==> src/rtl/mips_ctrl_pkg.sv <==
// Shared encodings for the MIPS single-cycle main decoder: opcodes, funct codes,
// ALU function codes, datapath select enums and the packed control word.
package mips_ctrl_pkg;

    localparam int unsigned OP_W    = 6;
    localparam int unsigned FUNC_W  = 6;
    localparam int unsigned ALUFN_W = 4;
    localparam int unsigned SEL_W   = 2;

    // Primary opcodes (instr[31:26])
    localparam logic [OP_W-1:0] OP_RTYPE = 6'b000000;
    localparam logic [OP_W-1:0] OP_J     = 6'b000010;
    localparam logic [OP_W-1:0] OP_JAL   = 6'b000011;
    localparam logic [OP_W-1:0] OP_BEQ   = 6'b000100;
    localparam logic [OP_W-1:0] OP_BNE   = 6'b000101;
    localparam logic [OP_W-1:0] OP_ADDI  = 6'b001000;
    localparam logic [OP_W-1:0] OP_ADDIU = 6'b001001;
    localparam logic [OP_W-1:0] OP_SLTI  = 6'b001010;
    localparam logic [OP_W-1:0] OP_SLTIU = 6'b001011;
    localparam logic [OP_W-1:0] OP_ORI   = 6'b001101;
    localparam logic [OP_W-1:0] OP_LUI   = 6'b001111;
    localparam logic [OP_W-1:0] OP_LW    = 6'b100011;
    localparam logic [OP_W-1:0] OP_SW    = 6'b101011;

    // R-type funct codes (instr[5:0])
    localparam logic [FUNC_W-1:0] FN_SLL  = 6'b000000;
    localparam logic [FUNC_W-1:0] FN_SRL  = 6'b000010;
    localparam logic [FUNC_W-1:0] FN_SRA  = 6'b000011;
    localparam logic [FUNC_W-1:0] FN_SLLV = 6'b000100;
    localparam logic [FUNC_W-1:0] FN_JR   = 6'b001000;
    localparam logic [FUNC_W-1:0] FN_ADD  = 6'b100000;
    localparam logic [FUNC_W-1:0] FN_SUB  = 6'b100010;
    localparam logic [FUNC_W-1:0] FN_AND  = 6'b100100;
    localparam logic [FUNC_W-1:0] FN_OR   = 6'b100101;
    localparam logic [FUNC_W-1:0] FN_XOR  = 6'b100110;
    localparam logic [FUNC_W-1:0] FN_NOR  = 6'b100111;
    localparam logic [FUNC_W-1:0] FN_SLT  = 6'b101010;
    localparam logic [FUNC_W-1:0] FN_SLTU = 6'b101011;

    // ALU function codes
    localparam logic [ALUFN_W-1:0] ALU_ADD  = 4'b0000;
    localparam logic [ALUFN_W-1:0] ALU_SUB  = 4'b0001;
    localparam logic [ALUFN_W-1:0] ALU_SLT  = 4'b0010;
    localparam logic [ALUFN_W-1:0] ALU_SLTU = 4'b0011;
    localparam logic [ALUFN_W-1:0] ALU_AND  = 4'b0100;
    localparam logic [ALUFN_W-1:0] ALU_OR   = 4'b0101;
    localparam logic [ALUFN_W-1:0] ALU_XOR  = 4'b0110;
    localparam logic [ALUFN_W-1:0] ALU_LUI  = 4'b0111;
    localparam logic [ALUFN_W-1:0] ALU_SLL  = 4'b1000;
    localparam logic [ALUFN_W-1:0] ALU_SRL  = 4'b1001;
    localparam logic [ALUFN_W-1:0] ALU_SRA  = 4'b1010;
    localparam logic [ALUFN_W-1:0] ALU_NOR  = 4'b1011;

    typedef enum logic [SEL_W-1:0] {
        PC_PLUS4  = 2'b00,
        PC_BRANCH = 2'b01,
        PC_JUMP   = 2'b10,
        PC_REG    = 2'b11
    } pcsel_e;

    typedef enum logic [SEL_W-1:0] {
        WA_RD  = 2'b00,
        WA_RT  = 2'b01,
        WA_R31 = 2'b10
    } wasel_e;

    typedef enum logic [SEL_W-1:0] {
        WD_PC4 = 2'b00,
        WD_ALU = 2'b01,
        WD_MEM = 2'b10
    } wdsel_e;

    typedef enum logic [SEL_W-1:0] {
        A_REG   = 2'b00,
        A_SHAMT = 2'b01,
        A_K16   = 2'b10
    } asel_e;

    // Full decoded control word driven toward the datapath
    typedef struct packed {
        pcsel_e              pcsel;
        wasel_e              wasel;
        logic                sext;
        logic                bsel;
        wdsel_e              wdsel;
        logic [ALUFN_W-1:0]  alufn;
        logic                wr;
        logic                werf;
        asel_e               asel;
    } ctrl_t;

endpackage

==> src/rtl/controller_alu_decode.sv <==
// R-type funct decoder: func -> ALU function, A-source select, validity and JR flag.
// Shift funcs (SLL/SRL/SRA/SLLV) decode only when CONTROLLER_SHIFT_EN is defined.
module controller_alu_decode
    import mips_ctrl_pkg::*;
(
    input  logic [FUNC_W-1:0]  func,
    output logic [ALUFN_W-1:0] alufn,
    output asel_e              asel,
    output logic               valid,
    output logic               is_jr
);

    // Funct lookup; anything unlisted reports invalid with zeroed fields
    always_comb begin
        alufn = ALU_ADD;
        asel  = A_REG;
        valid = 1'b0;
        is_jr = 1'b0;
        case (func)
            FN_ADD:  begin alufn = ALU_ADD;  valid = 1'b1; end
            FN_SUB:  begin alufn = ALU_SUB;  valid = 1'b1; end
            FN_AND:  begin alufn = ALU_AND;  valid = 1'b1; end
            FN_OR:   begin alufn = ALU_OR;   valid = 1'b1; end
            FN_XOR:  begin alufn = ALU_XOR;  valid = 1'b1; end
            FN_NOR:  begin alufn = ALU_NOR;  valid = 1'b1; end
            FN_SLT:  begin alufn = ALU_SLT;  valid = 1'b1; end
            FN_SLTU: begin alufn = ALU_SLTU; valid = 1'b1; end
            FN_JR:   begin is_jr = 1'b1;     valid = 1'b1; end
`ifdef CONTROLLER_SHIFT_EN
            FN_SLL:  begin alufn = ALU_SLL; asel = A_SHAMT; valid = 1'b1; end
            FN_SRL:  begin alufn = ALU_SRL; asel = A_SHAMT; valid = 1'b1; end
            FN_SRA:  begin alufn = ALU_SRA; asel = A_SHAMT; valid = 1'b1; end
            FN_SLLV: begin alufn = ALU_SLL; asel = A_REG;   valid = 1'b1; end
`endif
            default: ;
        endcase
    end

endmodule

==> src/rtl/controller.sv <==
// Main decoder for the single-cycle MIPS datapath. Decode outputs are combinational;
// the only state is the sticky illegal-instruction flag.
// Optional feature: define CONTROLLER_SHIFT_EN to decode SLL/SRL/SRA/SLLV.
module controller
    import mips_ctrl_pkg::*;
(
    input  logic               clk,
    input  logic               rst_n,
    input  logic               enable,
    input  logic [OP_W-1:0]    op,
    input  logic [FUNC_W-1:0]  func,
    input  logic               Z,
    output logic [SEL_W-1:0]   pcsel,
    output logic [SEL_W-1:0]   wasel,
    output logic               sext,
    output logic               bsel,
    output logic [SEL_W-1:0]   wdsel,
    output logic [ALUFN_W-1:0] alufn,
    output logic               wr,
    output logic               werf,
    output logic [SEL_W-1:0]   asel,
    output logic               illegal
);

    logic [ALUFN_W-1:0] r_alufn;
    asel_e              r_asel;
    logic               r_valid;
    logic               r_is_jr;

    ctrl_t dec_c;
    ctrl_t out_c;
    logic  illegal_det_c;

    controller_alu_decode u_alu_decode (
        .func  (func),
        .alufn (r_alufn),
        .asel  (r_asel),
        .valid (r_valid),
        .is_jr (r_is_jr)
    );

    // Opcode decode; func-derived fields are consulted only for R-type
    always_comb begin
        dec_c         = '0;
        illegal_det_c = 1'b0;
        case (op)
            OP_LW: begin
                dec_c.wasel = WA_RT;  dec_c.sext = 1'b1; dec_c.bsel = 1'b1;
                dec_c.wdsel = WD_MEM; dec_c.alufn = ALU_ADD; dec_c.werf = 1'b1;
            end
            OP_SW: begin
                dec_c.sext  = 1'b1; dec_c.bsel = 1'b1;
                dec_c.alufn = ALU_ADD; dec_c.wr = 1'b1;
            end
            OP_ADDI, OP_ADDIU, OP_SLTI, OP_SLTIU: begin
                dec_c.wasel = WA_RT;  dec_c.sext = 1'b1; dec_c.bsel = 1'b1;
                dec_c.wdsel = WD_ALU; dec_c.werf = 1'b1;
                case (op)
                    OP_SLTI:  dec_c.alufn = ALU_SLT;
                    OP_SLTIU: dec_c.alufn = ALU_SLTU;
                    default:  dec_c.alufn = ALU_ADD;
                endcase
            end
            OP_ORI: begin
                dec_c.wasel = WA_RT;  dec_c.bsel = 1'b1;
                dec_c.wdsel = WD_ALU; dec_c.alufn = ALU_OR; dec_c.werf = 1'b1;
            end
            OP_LUI: begin
                dec_c.wasel = WA_RT;  dec_c.bsel = 1'b1;
                dec_c.wdsel = WD_ALU; dec_c.alufn = ALU_LUI; dec_c.werf = 1'b1;
                dec_c.asel  = A_K16;
            end
            OP_BEQ, OP_BNE: begin
                dec_c.sext  = 1'b1;
                dec_c.alufn = ALU_SUB;
                // Branch taken when equality outcome matches the opcode's sense
                dec_c.pcsel = ((op == OP_BEQ) == Z) ? PC_BRANCH : PC_PLUS4;
            end
            OP_J: begin
                dec_c.pcsel = PC_JUMP;
            end
            OP_JAL: begin
                dec_c.pcsel = PC_JUMP; dec_c.wasel = WA_R31;
                dec_c.wdsel = WD_PC4;  dec_c.werf  = 1'b1;
            end
            OP_RTYPE: begin
                if (r_valid) begin
                    dec_c.wdsel = WD_ALU;
                    if (r_is_jr) begin
                        dec_c.pcsel = PC_REG;
                    end else begin
                        dec_c.alufn = r_alufn;
                        dec_c.asel  = r_asel;
                        dec_c.werf  = 1'b1;
                    end
                end else begin
                    illegal_det_c = 1'b1;
                end
            end
            default: begin
                illegal_det_c = 1'b1;
            end
        endcase
    end

    // Reset blanks everything immediately; disable only blocks the write strobes
    always_comb begin
        out_c = dec_c;
        if (!rst_n) begin
            out_c = '0;
        end else if (!enable) begin
            out_c.wr   = 1'b0;
            out_c.werf = 1'b0;
        end
    end

    assign pcsel = out_c.pcsel;
    assign wasel = out_c.wasel;
    assign sext  = out_c.sext;
    assign bsel  = out_c.bsel;
    assign wdsel = out_c.wdsel;
    assign alufn = out_c.alufn;
    assign wr    = out_c.wr;
    assign werf  = out_c.werf;
    assign asel  = out_c.asel;

    // Sticky illegal-instruction flag, cleared only by reset
    always_ff @(posedge clk or negedge rst_n) begin
        if (!rst_n) begin
            illegal <= 1'b0;
        end else if (enable && illegal_det_c) begin
            illegal <= 1'b1;
        end
    end

endmodule

==> config.mk <==
export PLATFORM = sky130hd
export DESIGN_NAME = controller
export DESIGN_NICKNAME = d
export VERILOG_FILES = /design/src/rtl/mips_ctrl_pkg.sv /design/src/rtl/controller_alu_decode.sv /design/src/rtl/controller.sv
export SDC_FILE = /design/constraint.sdc
export NUM_CORES = 1
export LEC_CHECK = 0
export CORE_ASPECT_RATIO = 1.1
export CORE_UTILIZATION = 31
export CTS_CLUSTER_DIAMETER = 30
export DETAILED_ROUTE_END_ITERATION = 8
export HOLD_SLACK_MARGIN = 0.05
export PLACE_DENSITY_LB_ADDON = 0.1
export SETUP_SLACK_MARGIN = 0.3
export SLEW_MARGIN = 15
export SYNTH_ARGS = -nofsm -noshare
export SYNTH_HDL_FRONTEND = slang
export SYNTH_SLANG_ARGS = --single-unit
==> constraint.sdc <==
create_clock -name clk -period 1.7 [get_ports clk]
set_clock_uncertainty 0.15 [all_clocks]
set_input_delay 0.34 -clock clk [delete_from_list [all_inputs] [get_ports clk]]
set_output_delay 0.34 -clock clk [all_outputs]
set_load 0.02 [all_outputs]
-- Yosys cells after proc, flatten, opt, wreduce, memory -nomap -nowiden
Index checks and enable logic that the tools add are counted.
- bits of input ports: 16
- logic and storage cells: 61
- bits in registers: 1
- equality and inequality tests: 22
- reduce and logical (&&, ||, !) cells: 12
- mux-type cells: 26
- operators by type and width (operator ; number):
    6-bit equality test, second input constant ; 10
    6-bit by 4-bit equality test with 1-bit output, second input constant ; 7
    4-bit one-hot mux with 7 select lines ; 1
    8-bit OR reduction ; 3
    4-bit one-hot mux with 5 select lines ; 1
    6-bit by 2-bit equality test with 1-bit output, second input constant ; 2
    6-bit by 3-bit equality test with 1-bit output, second input constant ; 2
    12-bit 2-to-1 mux ; 1
    2-bit one-hot mux with 2 select lines ; 3
    2-bit one-hot mux with 3 select lines ; 2
    12-bit OR reduction ; 1
    2-bit 2-to-1 mux ; 5
    9-bit OR reduction ; 1
    1-bit 2-to-1 mux ; 7
    7-bit OR reduction ; 1
    6-bit zero test ; 1
    3-bit 2-to-1 mux ; 2
    6-bit OR reduction ; 1
    5-bit 2-to-1 mux ; 1
    4-bit 2-to-1 mux ; 1
    1-bit one-hot mux with 2 select lines ; 2
    2-bit OR reduction ; 2
    4-bit OR reduction ; 1
    1-bit equality test ; 1
    1-bit logical AND ; 1

-- Depth between registers and ports, before layout
Gate-level depths: netlist (run 1).
- depth after elaboration: 7
- gate-level depth with buffers: 6

-- Hierarchy
From an unflattened synthesis (run 1), not the netlist that was laid out.
- cell total of the unflattened synthesis: 100
- area total of the unflattened synthesis: 674.4 um^2
- by module, submodules not included (module ; area an instance (um^2) ; instances ; seq. area each (um^2) ; cells each):
    controller ; 519.2 ; 1 ; 25.0 ; 76
    controller_alu_decode ; 155.1 ; 1 ; 0.0 ; 24

-- Worst setup path before layout (run 1)
Ideal clock, no wire load.
- path kind: input -> output
- start point: in func[5]
- end point: out alufn[0]
- arrival: 1.432 ns
- path buffers: 0
- required time: 1.210 ns
- cell stages on the path: 4
- setup slack: -0.222 ns
- cell sequence: or3_4 -> a21oi_4 -> o2111ai_1 -> a21oi_1
- cells in the longest elaborated chain, start to end: 6
- elaborated cells between the ends (all ways): 17
- ends and longest elaborated chain (element ; line ; source):
    start, declared ; controller.sv:11 ; input logic [FUNC_W-1:0] func,
    6-bit equality test or 6-bit by 4-bit equality test with 1-bit output (tied branches) ; controller_alu_decode.sv:19 ; case (func)
    4-bit one-hot mux with 7 select lines (tied with other cells) ; controller_alu_decode.sv:19 ;
    4-bit 2-to-1 mux or 1-bit 2-to-1 mux (tied branches) ; controller.sv:89, controller_alu_decode.sv:19 ;
    5-bit 2-to-1 mux * ; controller.sv:87 ; if (r_valid) begin
    4-bit one-hot mux with 5 select lines * ; controller.sv:46 ; case (op)
    12-bit 2-to-1 mux * ; controller.sv:109 ; if (!rst_n) begin
    end, declared ; controller.sv:18 ; output logic [ALUFN_W-1:0] alufn,
Every way passes the cells marked *; elsewhere a longest branch is shown, timed or not.

-- Final worst setup path (run 1)
- start point: in func[5]
- end point: out pcsel[0]
- cells in the longest elaborated chain, start to end: 6
- elaborated cells between the ends (all ways): 16
- ends and longest elaborated chain (element ; line ; source):
    6-bit equality test or 6-bit by 4-bit equality test with 1-bit output (tied branches) ; controller_alu_decode.sv:19 ;
    9-bit OR reduction (no source line) or 1-bit 2-to-1 mux (tied branches) ; - ;
    1-bit 2-to-1 mux or 2-bit 2-to-1 mux (tied branches) ; controller_alu_decode.sv:19, controller.sv:89 ;
    2-bit 2-to-1 mux * ; controller.sv:87 ;
    2-bit one-hot mux with 3 select lines * ; controller.sv:46 ;
    12-bit 2-to-1 mux * ; controller.sv:109 ;
    end, declared ; controller.sv:13 ; output logic [SEL_W-1:0] pcsel,
Marked as above.

==> results of run 1 <==
[layer usage]
| metal | wire length, µm | vias to the layer above |
|---|---|---|
| met5 | 0 | - |
| met4 | 104 | 0 |
| met3 | 132 | 10 |
| met2 | 1613 | 42 |
| met1 | 1091 | 477 |
| li1 | - | 487 |
[what timing repair did]
| action | CTS | global route |
|---|---|---|
| pin swaps | 22 | 15 |
| setup endpoints to repair | 17 | 16 |
| resized for setup | 174 | 17 |
| setup buffers | 8 | 4 |
[cell families (layout without fill, tap and decap cells)]
group,after synthesis,after routing,share of synthesized area
other,1,1,0.006270
xor gates and xnor gates,2,2,0.02929
buffers and inverters,9,80,0.07113
DFF,1,1,0.04183
AOI/OAI and AO/OA,29,29,0.3410
and+or+nand+nor,51,51,0.5105
[through the flow]
| step | worst slack (ps) | hold WS, ps | TNS [ps] | instance area (µm²) | std cells |
|---|---|---|---|---|---|
| 6_report | -323.7 | 317.4 | -2600 | 1531 | 182 |
| 5_1_grt | -389.2 | 335.4 | -3183 | 1531 | 182 |
| 4_1_cts | -361.5 | 309.5 | -2828 | 1453 | 178 |
| 3_5_place_dp | -1193 | 313.0 | -16070 | 1275 | 170 |
| 3_3_place_gp | -1145 | 303.5 | -15660 | 1275 | 170 |
| 2_1_floorplan | -125.3 | -105.6 | -745.1 | 738.2 | 93 |
[final timing paths]
path                                      from  depth (start not counted)                   to  slack [ps]
max                                    func[5]                          6             pcsel[0]        -320
min in group asynchronous                rst_n                          3  illegal$_DFFE_PN0P_         360
max in group asynchronous                rst_n                          3  illegal$_DFFE_PN0P_         940
max reg2reg                illegal$_DFFE_PN0P_                          1  illegal$_DFFE_PN0P_         890
min reg2reg                illegal$_DFFE_PN0P_                          1  illegal$_DFFE_PN0P_         320
min                        illegal$_DFFE_PN0P_                          1  illegal$_DFFE_PN0P_         320
[layout make-up]
| cell class | instances | area (µm²) | area share |
|---|---|---|---|
| Inverter | 3 | 11.26 | 0.007353 |
| Tap cell | 18 | 22.52 | 0.01471 |
| Sequential cell | 1 | 25.02 | 0.01634 |
| Multi-Input combinational cell | 83 | 772.0 | 0.5041 |
| Timing Repair Buffer | 77 | 700.7 | 0.4575 |
[critical path, stage by stage]
cell and delay [ps]:
buf_8 90, or3_4 380, a21oi_4 230, o211ai_1 170, a21oi_2 180, buf_6 140
[power by group through the flow]
stage / logic [mW] / clock network, mW / registers, mW
2_1_floorplan: 0.105 / 0 / 0.0242
6_report: 0.301 / 0 / 0.0242
3_3_place_gp: 0.223 / 0 / 0.0242
5_1_grt: 0.317 / 0 / 0.0242
3_5_place_dp: 0.226 / 0 / 0.0242
4_1_cts: 0.271 / 0 / 0.0242
[layout by cell type, fill, tap and decap left out, types with 2 or more instances in the layout]
cell / n
nor2b_1: 3
nor2b_4: 2
inv_1: 3
nor2_1: 2
o2111ai_1: 3
nand2_1: 4
nand2_4: 3
buf_6: 22
xor2_1: 2
o21ai_1: 2
o211ai_1: 3
buf_2: 3
a21oi_2: 8
nand2b_1: 4
a21oi_1: 2
a31o_1: 2
clkbuf_2: 2
dlygate4sd2_1: 3
buf_4: 40
nand4_1: 4
a21oi_4: 2
buf_8: 4
nand2b_4: 5
nor2_4: 5
nor3_4: 2
nand2_2: 3
==> metrics.cfg, run 1 <==
[status]
status=complete, but fails checks
violations=design-rule violations, negative setup slack

[grt]
busiest_layer=met2
gr-usage-met2=0.5463
grt_pass1_vias=962
gr-usage-met1=0.3164
use_met3=0.003774
grt_usage=0.2657
grt_antenna_before_repair=0
grt_overflow=0
grt_pass1_wl_um=4250
grt_max_degree=9

[finish]
drive_above_1_share=0.7073
largest_reg_flops=1
insertedDiodeCount=0
fillers=98
reg.largest.list=illegal x1
top_register=illegal
syn_to_final_growth_pct=156.1
fin_util=0.8500
nets=182

[power]
ir_drop_uv=132.5
pwr-share-clk=0
swShare=0.4406
p_int_uw=181.9
seq_power_share=0.075
power_density_nw_per_um2=212.3
leakage_nw=0.6666
power.switching_uw=143.2
power_frac_comb=0.925
power_uw=325.1

[timing]
fmax_ghz=0.4941
fin_crit_ps=2024
fin_crit_sh=1.190
rsz0062_at_grt=yes
final_hold_viol_count=0
setup_viol=12
postLayoutSetupSlackWorst_ps=-323.7
drv_slew=0

[min_path]
hold_path_class=reg2reg

[synth]
ys_seq_area_frac=0.04184
synth_top_area_frac=0.09205
postSynthNetCount=109
ys_top_cells_by_area=a21oi_1 9.2%, nand2b_1 8.4%, nand2_1 6.3%
ys_types=37
synth_cells=93
async_reset_ff_frac=1.000
yosysMostFrequentCell=a21oi_1
synth_seq_cells=1
yosysWarnings=0
syn_area_um2=598.1
synth_flop_cell=dfrtp_1
synth.avg_cell_area_um2=6.431
synth_edf_count=0
synth_top_cell_by_area=a21oi_1
synth_common_cells=11 x a21oi_1, 10 x nand2_1, 8 x nand2b_1, 7 x nor2_1, 6 x nor2b_1

[die]
core_area_um2=1802
ios=33
die_h_um=48.07
start_util=0.3319
die_area_um2=2109
die_width_um=43.88
rows=16

[routing]
drtAntennaViolNets=0
routed-via-count=1016
drt_iter0_markers=34
wl_per_cell_um=16.16
drc=2
drt_pass1_iterations=6
routed_wirelength_um=2941
via_per_inst=5.582

[placement]
io_buffers=31
dp.final_hpwl_um=1854
gp_congestion=0.8178

[critical_path]
worst-endpoint-required_ps=1210
path_max_fanout=6
cp_data_arrival_time_ps=1530
criticalPathCategory=in2out
start_kind=primary input
cp-end-kind=output pin

[clock_network]
clk_pin_slew_ps=0
cts_hold_buf=0
clk_latency_ps=0

[flow_run]
cap_violations=0

No activity file was read; power rests on OpenSTA's default activity.
==> run 2, diff against run 1 <==
--- a/config.mk
+++ b/config.mk
@@ -6,6 +6,7 @@
 export NUM_CORES = 1
 export LEC_CHECK = 0
 export CORE_ASPECT_RATIO = 1.1
+export CORE_MARGIN = 3
 export CORE_UTILIZATION = 31
 export CTS_CLUSTER_DIAMETER = 30
 export DETAILED_ROUTE_END_ITERATION = 8
==> run 2 against run 1 <==
The flow finishes with violations (negative setup slack). Core utilization is 0.56 points higher. Final cell count fell by 0.55%. Critical path depth up 2. Global-route usage decreased by 5.6 points. Via count up 0.59%. Power grew 2.7%.
==> metrics.cfg, run 2 (same netlist as run 1, synthesis figures left out) <==
[critical_path]
cp_common_cell=buf_6
r2r_cells=1  ; unchanged
cp-end-kind=output pin
worstReg2RegStart=illegal$_DFFE_PN0P_
critical_path_cell_count=8  ; +2
slowest_delay_ps=270  ; -110 ps
timing.critical_path.buf_inv=4  ; +2
start_kind=primary input
critical-path-slowest-cell=o31ai_1
crit_chain=buf_8, buf_6, buf_6, xor2_1, o31ai_1, o2111ai_1, a21oi_2, buf_4
criticalPathCategory=in2out
path_max_fanout=3  ; -3
r2r_end=illegal$_DFFE_PN0P_
cp_top_family=compound AO/OA/AOI/OAI gates
cp_data_arrival_time_ps=1550  ; +20 ps
r2r_slack_ps=890  ; about the same
worst-endpoint-required_ps=1210  ; about the same

[power]
leakage_nw=0.6694  ; +0.41%
power_uw=333.7  ; +2.7%
seq_power_share=0.073  ; -0.002
p_int_uw=184.9  ; +1.7%
power.switching_uw=148.8  ; +3.9%
power_frac_comb=0.927  ; +0.002
ir_drop_uv=150.8  ; +14%
swShare=0.4460  ; +0.005440
pwr-share-clk=0  ; unchanged
power_density_nw_per_um2=216.5  ; +2.0%

[timing]
final_hold_viol_count=0  ; unchanged
postLayoutSetupSlackWorst_ps=-338.5  ; -14.78 ps
fin_crit_ps=2038  ; +14.78 ps
fin_tns_setup_ps=-2450  ; +150.6 ps
fin_crit_sh=1.199  ; +0.008692
rsz0062_at_grt=yes
setup_viol=13  ; +1
drv_slew=0  ; unchanged
fmax_ghz=0.4906  ; -0.72%

[grt]
grt_pass1_wl_um=3939  ; -7.3%
grt_max_degree=9  ; unchanged
use_met3=0  ; -0.003774
gr-usage-met2=0.4361  ; -0.1101
grt_overflow=0  ; unchanged
gr-usage-met1=0.2346  ; -0.08180
grt_usage=0.2098  ; -0.05589
grt_antenna_before_repair=0  ; unchanged
grt_pass1_vias=913  ; -5.1%
busiest_layer=met2

[placement]
io_buffers=31  ; unchanged
dp.final_hpwl_um=1989  ; +7.3%
place_ws_ps=-1184  ; +8.260 ps
placed_cell_area_um2=1267  ; -0.59%
gp_congestion=0.8315  ; +1.7%

[status]
status=complete, but fails checks
violations=negative setup slack

[min_path]
hold_path_class=in2async

[routing]
routed-via-count=1022  ; +0.59%
drc=0  ; -2
drt_iter0_markers=19  ; -44%
wl_per_cell_um=17.71  ; +9.6%
via_per_inst=5.646  ; +1.1%
drt_pass1_iterations=4  ; -2
drtAntennaViolNets=0  ; unchanged
routed_wirelength_um=3206  ; +9.0%

[die]
die_area_um2=2493  ; +18%
start_util=0.3319  ; unchanged
die_h_um=52.07  ; +8.3%
core_area_um2=1802  ; unchanged
die_width_um=47.88  ; +9.1%
rows=16  ; unchanged
ios=33  ; unchanged

[finish]
nets=181  ; -0.55%
top_register=illegal
fillers=98  ; unchanged
largest_reg_flops=1  ; unchanged
stdcell_area_um2=1541  ; +0.65%
reg.largest.list=illegal x1
final_cell_mix=38 x buf_4, 23 x buf_6, 8 x a21oi_2
layout_commonest_cell=buf_4
insertedDiodeCount=0  ; unchanged
drive_above_1_share=0.7117  ; +0.004339
syn_to_final_growth_pct=157.7
fin_util=0.8556  ; +0.005556

[clock_network]
cts_hold_buf=0  ; unchanged
clk_pin_slew_ps=0  ; unchanged
clk_latency_ps=0  ; unchanged

[flow_run]
cap_violations=0  ; unchanged

==> run 2: cell type report <==
cell class | instances | area, µm² | share of cell area
inverter | 3 | 11.26 | 0.007305
multi-input combinational | 83 | 785.8 | 0.5097
sequential | 1 | 25.02 | 0.01623
tap | 18 | 22.52 | 0.01461
timing repair buffer | 76 | 696.9 | 0.4521
==> run 2: what timing repair did <==
action                     CTS  global route
buffers inserted             6             6
gates resized for setup    173            23
pin swaps                   26            16
setup endpoints to repair   17            16
cloned                       0             0
==> run 2: through the flow <==
step | hold slack (ps) | cells
3_5_place_dp | 321.2 | 169
3_3_place_gp | 305.0 | 169
2_1_floorplan | -105.6 | 93
5_1_grt | 278.8 | 181
4_1_cts | 257.7 | 175
6_report | 271.6 | 181
==> run 2: routing by layer <==
metal,vias to the layer above,part of all wire
met5,-,0
met1,513,0.37
met3,2,0.024
li1,483,-
met2,24,0.59
met4,0,0.0094
==> run 2: how the worst max path moves through the flow <==
stage / start / to / slack [ps]
2_1_floorplan: func[5] / pcsel[0] / -130
3_3_place_gp: op[2] / alufn[3] / -1140
3_5_place_dp: func[5] / alufn[3] / -1180
4_1_cts: func[0] / pcsel[1] / -370
5_1_grt: func[0] / alufn[0] / -390
6_report: func[0] / alufn[0] / -340
==> run 2: power groups by stage <==
stage | Combinational, mW | Clock [mW] | Sequential (mW)
6_report | 0.309 | 0 | 0.0242
3_3_place_gp | 0.222 | 0 | 0.0242
2_1_floorplan | 0.105 | 0 | 0.0242
4_1_cts | 0.265 | 0 | 0.0242
3_5_place_dp | 0.227 | 0 | 0.0242
5_1_grt | 0.324 | 0 | 0.0242
==> run 3, diff against run 2 <==
--- a/config.mk
+++ b/config.mk
@@ -12,6 +12,7 @@
 export DETAILED_ROUTE_END_ITERATION = 8
 export HOLD_SLACK_MARGIN = 0.05
 export PLACE_DENSITY_LB_ADDON = 0.1
+export RECOVER_POWER = 100
 export SETUP_SLACK_MARGIN = 0.3
 export SLEW_MARGIN = 15
 export SYNTH_ARGS = -nofsm -noshare
==> run 3 against run 2 <==
The flow still finishes with violations (negative setup slack). Critical endpoint unchanged. Sequential cell count did not move. Sequential power barely moved. Sequential share of layout area barely moved. Register-to-register slack barely moved. Fmax barely moved. Power fell by 0.76%.
==> metrics.cfg, run 3 (same netlist as run 1, synthesis figures left out) <==
[critical_path]
worst-endpoint-required_ps=1210  ; about the same
start_kind=primary input
criticalPathCategory=in2out
worstReg2RegStart=illegal$_DFFE_PN0P_
path_max_fanout=3  ; unchanged
cp-end-kind=output pin
r2r_slack_ps=890  ; about the same
cp_data_arrival_time_ps=1550  ; about the same
r2r_cells=1  ; unchanged
cp-endpoint=alufn[0]
critPathLaunch=func[0]
r2r_end=illegal$_DFFE_PN0P_

[finish]
largest_reg_flops=1  ; unchanged
syn_to_final_growth_pct=155.4
top_register=illegal
drive_above_1_share=0.7055  ; -0.006135
final_cell_mix=38 x buf_4, 21 x buf_6, 8 x a21oi_2
stdcell_area_um2=1528  ; -0.89%
regArea_um2=25.02  ; unchanged
multiInputGateArea_um2=785.8  ; unchanged
stdcell_count=181  ; unchanged
nets=181  ; unchanged
insertedDiodeCount=0  ; unchanged
fillers=101  ; +3.1%
reg.largest.list=illegal x1
layout_commonest_cell=buf_4

[die]
rows=16  ; unchanged
ios=33  ; unchanged
core_area_um2=1802  ; unchanged
die_width_um=47.88  ; unchanged
die_area_um2=2493  ; unchanged
die_h_um=52.07  ; unchanged
start_util=0.3319  ; unchanged

[routing]
via_per_inst=5.685  ; +0.68%
drt_iter0_markers=19  ; unchanged
routed_wirelength_um=3189  ; -0.53%
wl_per_cell_um=17.62  ; -0.53%
drc=0  ; unchanged
routed-via-count=1029  ; +0.68%
drtAntennaViolNets=0  ; unchanged
drt_pass1_iterations=4  ; unchanged

[power]
pwr-share-clk=0  ; unchanged
swShare=0.4480  ; +0.001974
leakage_nw=0.6630  ; -0.95%
power.switching_uw=148.4  ; -0.32%
seq_power_share=0.073  ; about the same
power_density_nw_per_um2=216.8  ; +0.14%
ir_drop_uv=148.4  ; -1.6%
power_frac_comb=0.927  ; about the same
p_int_uw=182.8  ; -1.1%
power_uw=331.2  ; -0.76%

[placement]
gp_congestion=0.8315  ; unchanged
dp.final_hpwl_um=1989  ; unchanged
io_buffers=31  ; unchanged
dpl.cell_count=169  ; unchanged
placed_cell_area_um2=1267  ; unchanged

[min_path]
hold_path_class=reg2reg

[status]
status=complete, but fails checks
violations=negative setup slack

[timing]
setup_viol=15  ; +2
drv_slew=0  ; unchanged
final_hold_viol_count=0  ; unchanged
fin_crit_ps=2039  ; +0.4700 ps
fin_crit_sh=1.199  ; about the same
postLayoutSetupSlackWorst_ps=-338.9  ; -0.4700 ps
rsz0062_at_grt=yes
fmax_ghz=0.4904  ; about the same

[grt]
grt_pass1_vias=913  ; unchanged
grt_max_degree=9  ; unchanged
grt_antenna_before_repair=0  ; unchanged
grt_overflow=0  ; unchanged
grt_pass1_wl_um=3939  ; unchanged
grt_usage=0.2098  ; unchanged

[clock_network]
clk_latency_ps=0  ; unchanged
clk_pin_slew_ps=0  ; unchanged

[flow_run]
cap_violations=0  ; unchanged

run 3: critical path, stage by stage:
cell,delay [ps]
buf_8,100
buf_6,110
buf_6,110
xor2_1,140
o31ai_1,270
o2111ai_1,190
a21oi_2,140
buf_4,150
run 3: worst min path at each step:
stage | slack (ps) | from | cells after the start | endpoint
after global placement | 300 | illegal$_DFFE_PN0P_ | 1 | illegal$_DFFE_PN0P_
after detailed placement | 320 | illegal$_DFFE_PN0P_ | 1 | illegal$_DFFE_PN0P_
after global routing | 340 | illegal$_DFFE_PN0P_ | 1 | illegal$_DFFE_PN0P_
after CTS | 260 | rst_n | 3 | illegal$_DFFE_PN0P_
final | 310 | illegal$_DFFE_PN0P_ | 1 | illegal$_DFFE_PN0P_
after floorplan | -110 | rst_n | 0 | illegal$_DFFE_PN0P_
run 3: what timing repair did:
action	4_1_cts	5_1_grt
endpoints found under the hold margin	0	0
gates resized for setup	173	23
setup endpoints to repair	17	16
hold buffers	0	0
pin swaps	26	16
buffers inserted	6	6
run 3: layer usage:
metal,routed length [µm],part of all wire,vias up,GRT usage
met3,115,0.036,2,0
met5,0,0,-,0
met1,1149,0.36,514,0.2346
li1,-,-,484,-
met4,30,0.0094,0,0
met2,1893,0.59,29,0.4361
run 3: stage by stage:
stage          setup TNS [ps]  utilization  setup WS, ps  hold WS, ps
2_1_floorplan          -745.1            -        -125.3       -105.6
3_3_place_gp           -15760       0.7035         -1143        305.0
3_5_place_dp           -16060       0.7035         -1184        321.2
4_1_cts                 -2575       0.7813        -371.3        257.7
5_1_grt                 -3603       0.8479        -389.4        340.5
6_report                -2921       0.8479        -338.9        307.2
run 3: layout make-up:
cell class | instances | share of cell area
inverters | 3 | 0.007371
repair buffers | 76 | 0.4472
well taps | 18 | 0.01474
flip-flops and latches | 1 | 0.01638
multi-input cells | 83 | 0.5143
run 3: power groups by stage:
| stage | sequential (mW) | combinational (mW) | clock, mW |
|---|---|---|---|
| finish | 0.0242 | 0.307 | 0 |
| floorplan | 0.0242 | 0.105 | 0 |
| global placement | 0.0242 | 0.222 | 0 |
| CTS | 0.0242 | 0.265 | 0 |
| detailed placement | 0.0242 | 0.227 | 0 |
| global route | 0.0242 | 0.321 | 0 |
